## src/rtl/busdebugger_command.sv

```systemverilog
// Command front end for the serial bus debugger.
// Decodes single-byte host commands from usart_rx into snooper control pulses,
// answers each command with one byte on usart_tx, and forwards the snooper's
// dump stream to usart_tx while a dump is running.
module busdebugger_command #(
    parameter logic [7:0] ACK_BYTE = 8'h4B,  // 'K'
    parameter logic [7:0] NAK_BYTE = 8'h45   // 'E'
) (
    input  logic       comm_clock,
    input  logic       reset,
    // usart_rx side
    input  logic [7:0] rx_data,
    input  logic       rx_available,
    input  logic       rx_error,
    output logic       rx_acknowledge,
    // snooper control / dump stream
    output logic       record_start,
    output logic       record_trigger,
    output logic       dump_start,
    input  logic       record_end,
    input  logic       dump_end,
    input  logic [7:0] snoop_data,
    input  logic       snoop_valid,
    output logic       snoop_ready,
    // usart_tx side
    output logic [7:0] tx_data,
    output logic       tx_valid,
    input  logic       tx_ready,
    // status
    output logic       busy
);

    localparam logic [1:0] S_IDLE    = 2'd0;
    localparam logic [1:0] S_ACK     = 2'd1;
    localparam logic [1:0] S_RESPOND = 2'd2;
    localparam logic [1:0] S_DUMPING = 2'd3;

    localparam logic [7:0] CMD_RECORD  = 8'h52;  // 'R'
    localparam logic [7:0] CMD_TRIGGER = 8'h54;  // 'T'
    localparam logic [7:0] CMD_DUMP    = 8'h44;  // 'D'
    localparam logic [7:0] CMD_STATUS  = 8'h3F;  // '?'

    logic [1:0] r_state;
    logic [7:0] r_cmd;        // byte latched from usart_rx
    logic       r_cmd_err;    // framing error latched with that byte
    logic       r_first;      // first cycle of ACK: decode/pulse cycle
    logic [7:0] r_resp;       // response byte held for RESPOND
    logic       r_recording;
    logic       r_done;

    logic       w_decode;
    logic       w_is_rec;
    logic       w_is_trig;
    logic       w_is_dump;
    logic       w_is_stat;
    logic [7:0] w_status;
    logic [7:0] w_resp_dec;

    // A latched rx_error masks every command match, so an errored byte
    // falls through to NAK with no pulse.
    assign w_decode  = (r_state == S_ACK) && r_first;
    assign w_is_rec  = !r_cmd_err && (r_cmd == CMD_RECORD);
    assign w_is_trig = !r_cmd_err && (r_cmd == CMD_TRIGGER);
    assign w_is_dump = !r_cmd_err && (r_cmd == CMD_DUMP);
    assign w_is_stat = !r_cmd_err && (r_cmd == CMD_STATUS);
    assign w_status  = 8'h30 | {6'b0, r_done, r_recording};

    // Response byte chosen on the decode cycle; 'D' answers later with ACK_BYTE.
    always_comb begin
        w_resp_dec = NAK_BYTE;
        if (w_is_rec || w_is_trig)
            w_resp_dec = ACK_BYTE;
        else if (w_is_stat)
            w_resp_dec = w_status;
    end

    // Command FSM: latch byte, hold handshake, respond or stream a dump.
    always_ff @(posedge comm_clock or posedge reset) begin
        if (reset) begin
            r_state   <= S_IDLE;
            r_cmd     <= 8'h00;
            r_cmd_err <= 1'b0;
            r_first   <= 1'b0;
            r_resp    <= 8'h00;
        end else begin
            case (r_state)
                S_IDLE: begin
                    if (rx_available) begin
                        r_cmd     <= rx_data;
                        r_cmd_err <= rx_error;
                        r_first   <= 1'b1;
                        r_state   <= S_ACK;
                    end
                end
                S_ACK: begin
                    r_first <= 1'b0;
                    if (w_decode)
                        r_resp <= w_resp_dec;
                    // Four-phase: hold acknowledge until usart_rx drops available.
                    if (!rx_available)
                        r_state <= w_is_dump ? S_DUMPING : S_RESPOND;
                end
                S_RESPOND: begin
                    if (tx_ready)
                        r_state <= S_IDLE;
                end
                S_DUMPING: begin
                    // Dump is terminated by an ACK_BYTE response.
                    if (dump_end) begin
                        r_resp  <= ACK_BYTE;
                        r_state <= S_RESPOND;
                    end
                end
                default: r_state <= S_IDLE;
            endcase
        end
    end

    // Recording status flags; an 'R' decode beats a coincident record_end.
    always_ff @(posedge comm_clock or posedge reset) begin
        if (reset) begin
            r_recording <= 1'b0;
            r_done      <= 1'b0;
        end else if (w_decode && w_is_rec) begin
            r_recording <= 1'b1;
            r_done      <= 1'b0;
        end else if (record_end) begin
            r_recording <= 1'b0;
            r_done      <= 1'b1;
        end
    end

    assign rx_acknowledge = (r_state == S_ACK);
    assign record_start   = w_decode && w_is_rec;
    assign record_trigger = w_decode && w_is_trig;
    assign dump_start     = w_decode && w_is_dump;
    assign busy           = (r_state != S_IDLE);
    assign snoop_ready    = (r_state == S_DUMPING) && tx_ready;

    // Transmit mux: held response in RESPOND, snooper pass-through in DUMPING.
    always_comb begin
        tx_data  = 8'h00;
        tx_valid = 1'b0;
        case (r_state)
            S_RESPOND: begin
                tx_data  = r_resp;
                tx_valid = 1'b1;
            end
            S_DUMPING: begin
                tx_data  = snoop_data;
                tx_valid = snoop_valid;
            end
            default: begin
                tx_data  = 8'h00;
                tx_valid = 1'b0;
            end
        endcase
    end

endmodule

```

## config.mk

```make
export PLATFORM = sky130hd
export DESIGN_NAME = busdebugger_command
export DESIGN_NICKNAME = d
export VERILOG_FILES = /design/src/rtl/busdebugger_command.sv
export SDC_FILE = /design/constraint.sdc
export NUM_CORES = 1
export LEC_CHECK = 0
export ABC_AREA = 1
export BUFFER_PORTS_ARGS = -buffer_cell sky130_fd_sc_hd__buf_2
export CORE_MARGIN = 2
export CORE_UTILIZATION = 48
export DETAILED_ROUTE_END_ITERATION = 16
export HOLD_SLACK_MARGIN = 0.12
export PLACE_DENSITY_LB_ADDON = 0.1
export SLEW_MARGIN = 25
export SYNTH_ARGS = -nofsm -noshare
export SYNTH_HDL_FRONTEND = slang
export SYNTH_SLANG_ARGS = --single-unit
export TNS_END_PERCENT = 10
```

## constraint.sdc

```tcl
create_clock -name comm_clock -period 1.3 [get_ports comm_clock]
set_input_delay 0.065 -clock comm_clock [delete_from_list [all_inputs] [get_ports comm_clock]]
set_output_delay 0.065 -clock comm_clock [all_outputs]
set_load 0.02 [all_outputs]
```

* Word-level counts from Yosys, hierarchy flattened
Cells that the tools add are included.
** Storage, ports and cells
- Register bits after elaboration :: 22
- Word-level logic and storage cells :: 58
** Cells by class
- Eq/ne operators :: 12
- Mux-type cells :: 19
- Reductions and logical operators :: 20
** Operator list (number)
- one-hot mux 8 bit (2 select lines) :: 2
- == test 8 x 7 -> 1 bit, second input constant :: 3
- 2-to-1 mux 8 bit :: 3
- logical AND 1 bit :: 9
- == test 8 x 6 -> 1 bit, second input constant :: 1
- 2-to-1 mux 2 bit :: 4
- != test 2 bit, second input constant :: 4
- one-hot mux 2 bit (4 select lines) :: 1
- nonzero test 2 bit :: 4
- 2-to-1 mux 7 bit :: 1
- 2-to-1 mux 1 bit :: 6
- == test 2 bit, second input constant :: 2
- one-hot mux 1 bit (2 select lines) :: 2
- AND reduction 2 bit :: 2
- AND reduction 4 bit :: 1
- AND reduction 3 bit :: 1
- == test 2 x 1 -> 1 bit, second input constant :: 1
- zero test 2 bit :: 1
- != test 2 x 1 -> 1 bit, second input constant :: 1
- zero test 1 bit :: 1
- logical OR 1 bit :: 1

* Logic depth before layout (Yosys ltp)
Gate-level depths: netlist of run 1.
- Depth in word-level cells :: 6
- Mapped depth :: 9
- Depth with buffers taken out :: 8

* Least setup slack after synthesis of run 1
No wires, ideal clock.
- Kind :: reg-to-output
- From :: register r_state[1]
- To :: output record_start
- Arrival time :: 1198 ps
- Required time :: 1235 ps
- Slack :: 37 ps
- Stages on the path, launching flop included :: 8
- Path through :: dfrtp_1 -> buf_6 -> inv_1 -> nand2_1 -> inv_2 -> nand2_4 -> or2_4 -> inv_1
** Between the ends
- Longest elaborated chain between the ends :: 3
** RTL lines
- start: declaration :: RTL line 43 : logic [1:0] r_state;
- start signal: assignment :: RTL line 101 : r_state <= w_is_dump ? S_DUMPING : S_RESPOND;
- == test 2 x 1 -> 1 bit
- net rx_acknowledge :: RTL line 15 : output logic rx_acknowledge,
- logical AND 1 bit :: RTL line 61 : assign w_decode = (r_state == S_ACK) && r_first;
- logical AND 1 bit :: RTL line 134 : assign record_start = w_decode && w_is_rec;
- end: declaration :: RTL line 17 : output logic record_start,
The timed path passes the listed nets, and every way through them passes these cells.

* Worst setup path in the final report of run 1
- From :: register r_cmd[0]
- To :: output record_start
** Between the ends
- Longest elaborated chain between the ends :: 3
** RTL lines
- start: declaration :: RTL line 44 : logic [7:0] r_cmd;
- start signal: assignment :: RTL line 89 : r_cmd <= rx_data;
- == test 8 x 7 -> 1 bit :: RTL line 62 : assign w_is_rec = !r_cmd_err && (r_cmd == CMD_RECORD);
- logical AND 1 bit :: RTL line 62
- logical AND 1 bit :: RTL line 134
Every way passes these cells.

==> results of run 1 <==
==> layout by cell type, fill, tap and decap left out, drive strengths merged <==
| master | Yosys | final |
|---|---|---|
| bufinv | 0 | 1 |
| mux2 | 3 | 3 |
| and2 | 1 | 1 |
| nand3 | 7 | 7 |
| buf | 2 | 52 |
| nand4 | 2 | 2 |
| dfrtp | 20 | 20 |
| inv | 23 | 23 |
| o22ai | 1 | 1 |
| dlygate4sd3 | 0 | 12 |
| nor3 | 2 | 2 |
| nand2 | 37 | 37 |
| o21ai | 15 | 15 |
| a21oi | 7 | 7 |
| o211ai | 1 | 1 |
| clkbuf | 0 | 3 |
| o21a | 1 | 1 |
| nor2 | 19 | 19 |
| or2 | 1 | 1 |
==> registers in the layout, summed over array words and instances, names as in the netlist <==
register,flops
r_cmd,8
r_cmd_err,1
r_done,1
r_first,1
r_recording,1
r_resp,6
r_state,2
==> power by group through the flow <==
stage,combinational (mW),sequential [mW],clock [mW]
6_report,1.91,1.10,0.511
2_1_floorplan,1.16,1.03,0
4_1_cts,1.71,1.07,0.522
3_3_place_gp,1.53,1.06,0
3_5_place_dp,1.57,1.08,0
5_1_grt,2.12,1.13,0.542
==> metrics by stage <==
| step | utilization [%] | power (mW) |
|---|---|---|
| after detailed placement | 61.51 | 2.649 |
| after CTS | 71.62 | 3.310 |
| final | 75.39 | 3.524 |
| after global placement | 61.51 | 2.593 |
| after global routing | 75.39 | 3.789 |
| after floorplan | - | 2.188 |
==> critical path, cell delays in order, from the launching register on <==
cell	delay [ns]
dfrtp_1	0.44
nor3_4	0.21
nand3_1	0.09
or2_4	0.26
inv_2	0.05
buf_6	0.10
==> final cells by class <==
type	count	area [sq um]	share of cell area [%]
Multi-Input combinational cell	97	538.0	32.58
Timing Repair Buffer	64	436.7	26.44
Sequential cell	20	500.5	30.30
Inverter	23	88.84	5.379
Clock buffer	3	22.52	1.364
Clock inverter	1	30.03	1.818
Tap cell	28	35.03	2.121
==> per-layer routing <==
| metal | vias up | global-route usage (%) | part of all wire (%) |
|---|---|---|---|
| met5 | - | 0 | 0 |
| met4 | 0 | 9.211 | 3.7 |
| met3 | 11 | 1.724 | 3.9 |
| met2 | 39 | 42.09 | 50 |
| met1 | 525 | 23.87 | 42 |
| li1 | 582 | - | - |
==> cell families (layout without fill, tap and decap cells) <==
| kind of cell | Yosys count | after routing | synth area share, % |
|---|---|---|---|
| and+or+nand+nor | 69 | 69 | 27.03 |
| AOI/OAI and AO/OA | 25 | 25 | 14.09 |
| buffers and inverters | 25 | 91 | 9.965 |
| DFF | 20 | 20 | 45.82 |
| muxes | 3 | 3 | 3.093 |
==> worst max-delay path by stage <==
stage	startpoint	endpoint	slack [ns]
after floorplan	r_state[1]	record_start	0.04
after detailed placement	r_cmd[3]	record_start	-0.03
after CTS	r_cmd_err	dump_start	-0.26
final	r_cmd[0]	record_start	-0.24
after global placement	r_cmd[3]	record_start	0.05
after global routing	r_cmd[0]	dump_start	-0.31
==> repair_timing <==
action,CTS,global route
setup buffers,3,4
hold buffers,12,0
endpoints found under the setup margin,14,27
resized for setup,14,18
endpoints found under the hold margin,32,0
pin swaps,3,7
==> flow_metrics.py, run 1 <==
metrics = {
    "timing": {
        "hold_viol_final": 0,
        "min_period_over_period_pct": 118.2,
        "worstMarginPinSlew_ns": 0.2657,
        "final_max_slew_viol_count": 0,
        "fin_ws_ns": -0.2370,
        "max_freq_ghz": 0.6506,
        "tns_ns": -1.528,
        "max-slew-margin-rel_pct": 82.22,
        "hold_ws_ns": 0.1402,
        "period_needed_ns": 1.537,
        "rsz0062_at_grt": "true",
        "clock-skew-final_ns": 0.003671,
        "setup_viol": 14,
    },
    "power_and_ir_drop": {
        "p_seq_share_pct": 31.2,
        "p_per_area_mw_per_mm2": 2134,
        "p_leak_nw": 0.8781,
        "power.internal_mw": 1.976,
        "swShare_pct": 43.94,
        "clkPwrFrac_pct": 14.5,
        "p_sw_mw": 1.549,
        "comb_power_share_pct": 54.3,
        "ir_drop_v": 0.001800,
    },
    "synthesis": {
        "synth_commonest_cells": "nand2_1, inv_1, dfrtp_1",
        "synth.most_common_cell": "nand2_1",
        "synth_seq_cells": 20,
        "syn_nets": 166,
        "synth_cell_type_count": 22,
        "yosysWarnings": 0,
        "synth_area_per_cell_sq_um": 7.692,
        "syn_inst": 142,
        "ys_async_sr_fraction_pct": 100.0,
        "synth-edff-count": 0,
        "yosysSeqAreaShare_pct": 45.82,
        "syn_area_sq_mm": 0.001092,
        "synth_area_leaders": "dfrtp_1, nand2_1, inv_1, nor2_1, o21ai_0",
        "yosysTopAreaCellShare_pct": 45.82,
        "ys.flop_type": "dfrtp_1",
        "yosys.area.top_type": "dfrtp_1",
    },
    "worst_setup_path": {
        "timing.rr.end": "r_done",
        "start_kind": "flip-flop",
        "cp.required_ns": 1.24,
        "cp.arrival_ns": 1.47,
        "r2r_start": "r_cmd[0]",
        "critical_path_class": "flip-flop to output port",
        "reg2regPathDepth": 6,
        "cp_max_fo": 3,
        "rrSetupSlack_ns": -0.03,
        "critPathCaptureType": "output port",
    },
    "flow_run": {
        "drv_cap": 0,
    },
    "floorplan": {
        "ios": 39,
        "start_util_pct": 49.86,
        "fp.dieW_microns": 51.71,
        "die_y_microns": 51.71,
        "std_cell_rows": 17,
        "coreArea_sq_mm": 0.002191,
        "die_area_sq_mm": 0.002673,
    },
    "finish": {
        "final_area_sq_mm": 0.001652,
        "final_nets": 233,
        "fin_cells": 236,
        "drive_gt1_share_pct": 39.90,
        "area_growth_syn_to_layout_pct": 51.20,
        "nFillCells": 146,
        "diodes": 0,
    },
    "grt": {
        "grt_max_degree": 21,
        "antenna_found_initial": 0,
        "grt_pass1_wl_microns": 4305,
        "grt_pass1_vias": 1073,
        "grt-ovfl-total": 0,
        "track_usage_pct": 21.69,
    },
    "routing": {
        "drc": 0,
        "wl_per_cell_microns": 11.55,
        "via_count": 1157,
        "postRouteAntennaNets": 0,
        "drt-total-wl_microns": 2725,
        "firstDrtPassIters": 4,
        "vias_per_cell": 4.903,
        "drt_iter0_markers": 28,
    },
    "clocking": {
        "cts.sinks": 20,
        "cts_buffers": 3,
        "cts_max_level": 1,
        "cts_root_buf": "clkbuf_4",
        "cts_max_path_buffers": 2,
        "cts_tree": "yes",
        "clkTransAtPathRegs_ns": 0.11,
        "insertion_delay_ns": 0.31,
    },
    "placement": {
        "gp_congestion": 0.8250,
        "dpl_worst_slack_ns": -0.03402,
        "dp.final_hpwl_microns": 1769,
        "place_inst": 213,
        "port_buffers": 38,
        "placed_area_sq_mm": 0.001348,
    },
    "hold_path": {
        "holdPathEnd": "r_state[0]",
        "min_path_type": "input port to flip-flop",
        "min_path_cells": 4,
        "hp-start": "tx_ready",
    },
    "outcome": {
        "outcome": "finished, violations left",
        "violations": "negative setup slack",
    },
}
(Power assumes the default switching activity.)
==> inputs of run 2 (changes only) <==
--- a/config.mk
+++ b/config.mk
@@ -5,7 +5,7 @@
 export SDC_FILE = /design/constraint.sdc
 export NUM_CORES = 1
 export LEC_CHECK = 0
-export ABC_AREA = 1
+export ABC_AREA = 0
 export BUFFER_PORTS_ARGS = -buffer_cell sky130_fd_sc_hd__buf_2
 export CORE_MARGIN = 2
 export CORE_UTILIZATION = 48
==> constraint.sdc (replaced) <==
create_clock -name comm_clock -period 1.6 [get_ports comm_clock]
set_input_delay 0.08 -clock comm_clock [delete_from_list [all_inputs] [get_ports comm_clock]]
set_output_delay 0.08 -clock comm_clock [all_outputs]
set_load 0.02 [all_outputs]
==> run 2 against run 1 <==
  * The run still ends with negative setup slack left
  * Sequential share of layout area grew 3.2 points
  * Via count shrank 21%
  * Total power shrank 45%
  * Critical path depth is the same
  * First-iteration DRC count shrank 82%
  * Critical path type unchanged
  * Hold slack lost 0.024 ns
  * Routed wire length shrank 13%
  * Clock skew is essentially flat
  * Die area shrank 2.3%
  * Clock power shrank 42%
  * Combinational power shrank 59%
==> flow_metrics.py, run 2 <==
metrics = {
    "clocking": {
        "cts_max_level": 1,
        "cts_tree": "yes",
        "cts_root_buf": "clkbuf_4",
        "clkTransAtPathRegs_ns": 0.11,
        "cts_buffers": 3,
        "cts.sinks": 20,
        "cts_max_path_buffers": 2,
        "insertion_delay_ns": 0.30,
    },
    "worst_setup_path": {
        "critical_path_class": "flip-flop to output port",
        "cp_slowest_cell": "dfrtp_1",
        "critPathCaptureType": "output port",
        "crit_start": "r_cmd[7]",
        "path_common_cell": "nor3b_2",
        "cp.arrival_ns": 1.67,
        "cp_cell_sequence": "nor3b_2 -> and3_4 -> nand3_2 -> nor3b_2 -> buf_4",
        "cp_max_fo": 3,
        "cp.required_ns": 1.52,
        "path_buf_inv": 1,
        "slowest_delay_ns": 0.43,
        "start_kind": "flip-flop",
        "critPathTopFamily": "simple AND/OR/NAND/NOR gates",
        "r2r_start": "r_cmd[6]",
    },
    "floorplan": {
        "fp.dieW_microns": 51.10,
        "std_cell_rows": 17,
        "die_area_sq_mm": 0.002611,
        "start_util_pct": 49.56,
        "ios": 39,
        "die_y_microns": 51.10,
        "coreArea_sq_mm": 0.002148,
    },
    "routing": {
        "drt_iter0_markers": 5,
        "drc": 0,
        "vias_per_cell": 5.011,
        "via_count": 912,
        "wl_per_cell_microns": 13.05,
        "firstDrtPassIters": 2,
        "drt-total-wl_microns": 2375,
        "postRouteAntennaNets": 0,
    },
    "timing": {
        "max-slew-margin-rel_pct": 49.16,
        "rsz0062_at_grt": "true",
        "hold_viol_final": 0,
        "fin_ws_ns": -0.1483,
        "max_freq_ghz": 0.5720,
        "min_period_over_period_pct": 109.3,
        "setup_viol": 2,
        "clock-skew-final_ns": 0.004086,
        "final_max_slew_viol_count": 0,
        "worstMarginPinSlew_ns": 0.7618,
        "period_needed_ns": 1.748,
    },
    "synthesis": {
        "syn_inst": 99,
        "yosysSeqAreaShare_pct": 47.00,
        "synth-edff-count": 0,
        "synth_cell_type_count": 37,
        "yosysWarnings": 0,
        "ys_async_sr_fraction_pct": 100.0,
        "synth_area_leaders": "dfrtp_1, mux2_1, mux2i_1, nor2b_1, inv_1",
        "yosys.area.top_type": "dfrtp_1",
        "synth_commonest_cells": "dfrtp_1, mux2_1, inv_1",
        "synth.most_common_cell": "dfrtp_1",
        "synth_seq_cells": 20,
        "synth_area_per_cell_sq_um": 10.76,
        "yosysTopAreaCellShare_pct": 47.00,
        "syn_nets": 123,
        "ys.flop_type": "dfrtp_1",
        "syn_area_sq_mm": 0.001065,
    },
    "finish": {
        "top_regs": "r_cmd (8), r_resp (6), r_state (2)",
        "final_nets": 179,
        "diodes": 0,
        "top_register": "r_cmd",
        "layout_commonest_cell": "buf_2",
        "post-route-util_pct": 69.77,
        "drive_gt1_share_pct": 40.91,
        "final_cell_mix": "buf_2, dfrtp_1, dlygate4sd3_1, mux2_1, inv_1",
        "largest_reg_flops": 8,
        "area_growth_syn_to_layout_pct": 40.78,
    },
    "hold_path": {
        "min_path_type": "input port to flip-flop",
        "hp-start": "rx_available",
    },
    "power_and_ir_drop": {
        "total_power_mw": 1.953,
        "p_leak_nw": 0.7175,
        "p_per_area_mw_per_mm2": 1303,
        "ir_drop_v": 0.001011,
    },
    "flow_run": {
        "drv_cap": 0,
    },
    "grt": {
        "grt_use_met1_pct": 24.28,
        "grt-ovfl-total": 0,
        "grt_use_met2_pct": 37.88,
        "grt-busiest-layer": "met2",
        "antenna_found_initial": 0,
        "track_usage_pct": 20.62,
        "grt_pass1_wl_microns": 4022,
        "use_met3_pct": 2.339,
        "grt_max_degree": 21,
        "grt_pass1_vias": 879,
    },
    "placement": {
        "gp_congestion": 0.7778,
        "dp.final_hpwl_microns": 1616,
        "port_buffers": 38,
    },
    "outcome": {
        "outcome": "finished, violations left",
        "violations": "negative setup slack",
    },
}
## run 2: where the power goes
| group | switching (mW) | internal, mW | total [mW] |
|---|---|---|---|
| registers | 0.202 | 0.680 | 0.882 |
| clock network | 0.158 | 0.139 | 0.297 |
| logic | 0.386 | 0.388 | 0.774 |
## run 2: metrics by stage
| stage | TNS (ns) | hold WS (ns) | area (sq um) | std cells | setup slack (ns) |
|---|---|---|---|---|---|
| detailed placement | 0 | 0.2477 | 1289 | 164 | 0.1899 |
| CTS | -0.1009 | 0.1202 | 1486 | 182 | -0.05182 |
| global placement | 0 | 0.2325 | 1289 | 164 | 0.2190 |
| global route | -0.4420 | 0.1574 | 1499 | 182 | -0.2230 |
| finish | -0.2195 | 0.1165 | 1499 | 182 | -0.1483 |
| floorplan | 0 | 0.04383 | 1065 | 99 | 0.1249 |
## run 2: final timing paths
kind / to / slack (ns) / depth (start not counted)
worst max-delay path: record_trigger / -0.15 / 5
worst min-delay path: r_state[1] / 0.12 / 4
worst max register to register: r_resp[0] / 0.24 / 4
worst min register to register: r_done / 0.51 / 1
max in group asynchronous: r_state[0] / 0.63 / 3
min in group asynchronous: r_cmd[5] / 0.45 / 3
## run 2: layer usage
| layer | routed length (microns) | vias to the layer above |
|---|---|---|
| met2 | 1186 | 30 |
| li1 | - | 450 |
| met4 | 36 | 0 |
| met1 | 1020 | 427 |
| met3 | 132 | 5 |
| met5 | 0 | - |
## run 2: area by class of cell
type                            instances  area (sq um)
Timing Repair Buffer                   54         349.1
Tap cell                               28         35.03
Clock buffer                            4         36.28
Fill cell                             180         649.4
Sequential cell                        20         501.7
Inverter                                9         33.78
Multi-Input combinational cell         67         543.0
## run 2: worst min-delay path, delay by kind of cell
family | cells | cell delay [ns]
AO/OA/AOI/OAI | 2 | 0.18
buffers and inverters | 2 | 0.14
## run 2: what timing repair did
item / in CTS / in global routing
hold endpoints to repair: 32 / 0
gates resized for setup: 7 / 3
hold buffers: 12 / 0
setup endpoints to repair: 4 / 4
buffers inserted: 2 / 0
pin swaps: 1 / 0
## run 2: cells by family after synthesis
kind of cell	share of synthesized area, %
AOI/OAI and AO/OA	9.871
xor gates and xnor gates	0.8227
buffers and inverters	4.700
DFF	47.00
muxes	15.16
and+or+nand+nor	22.45
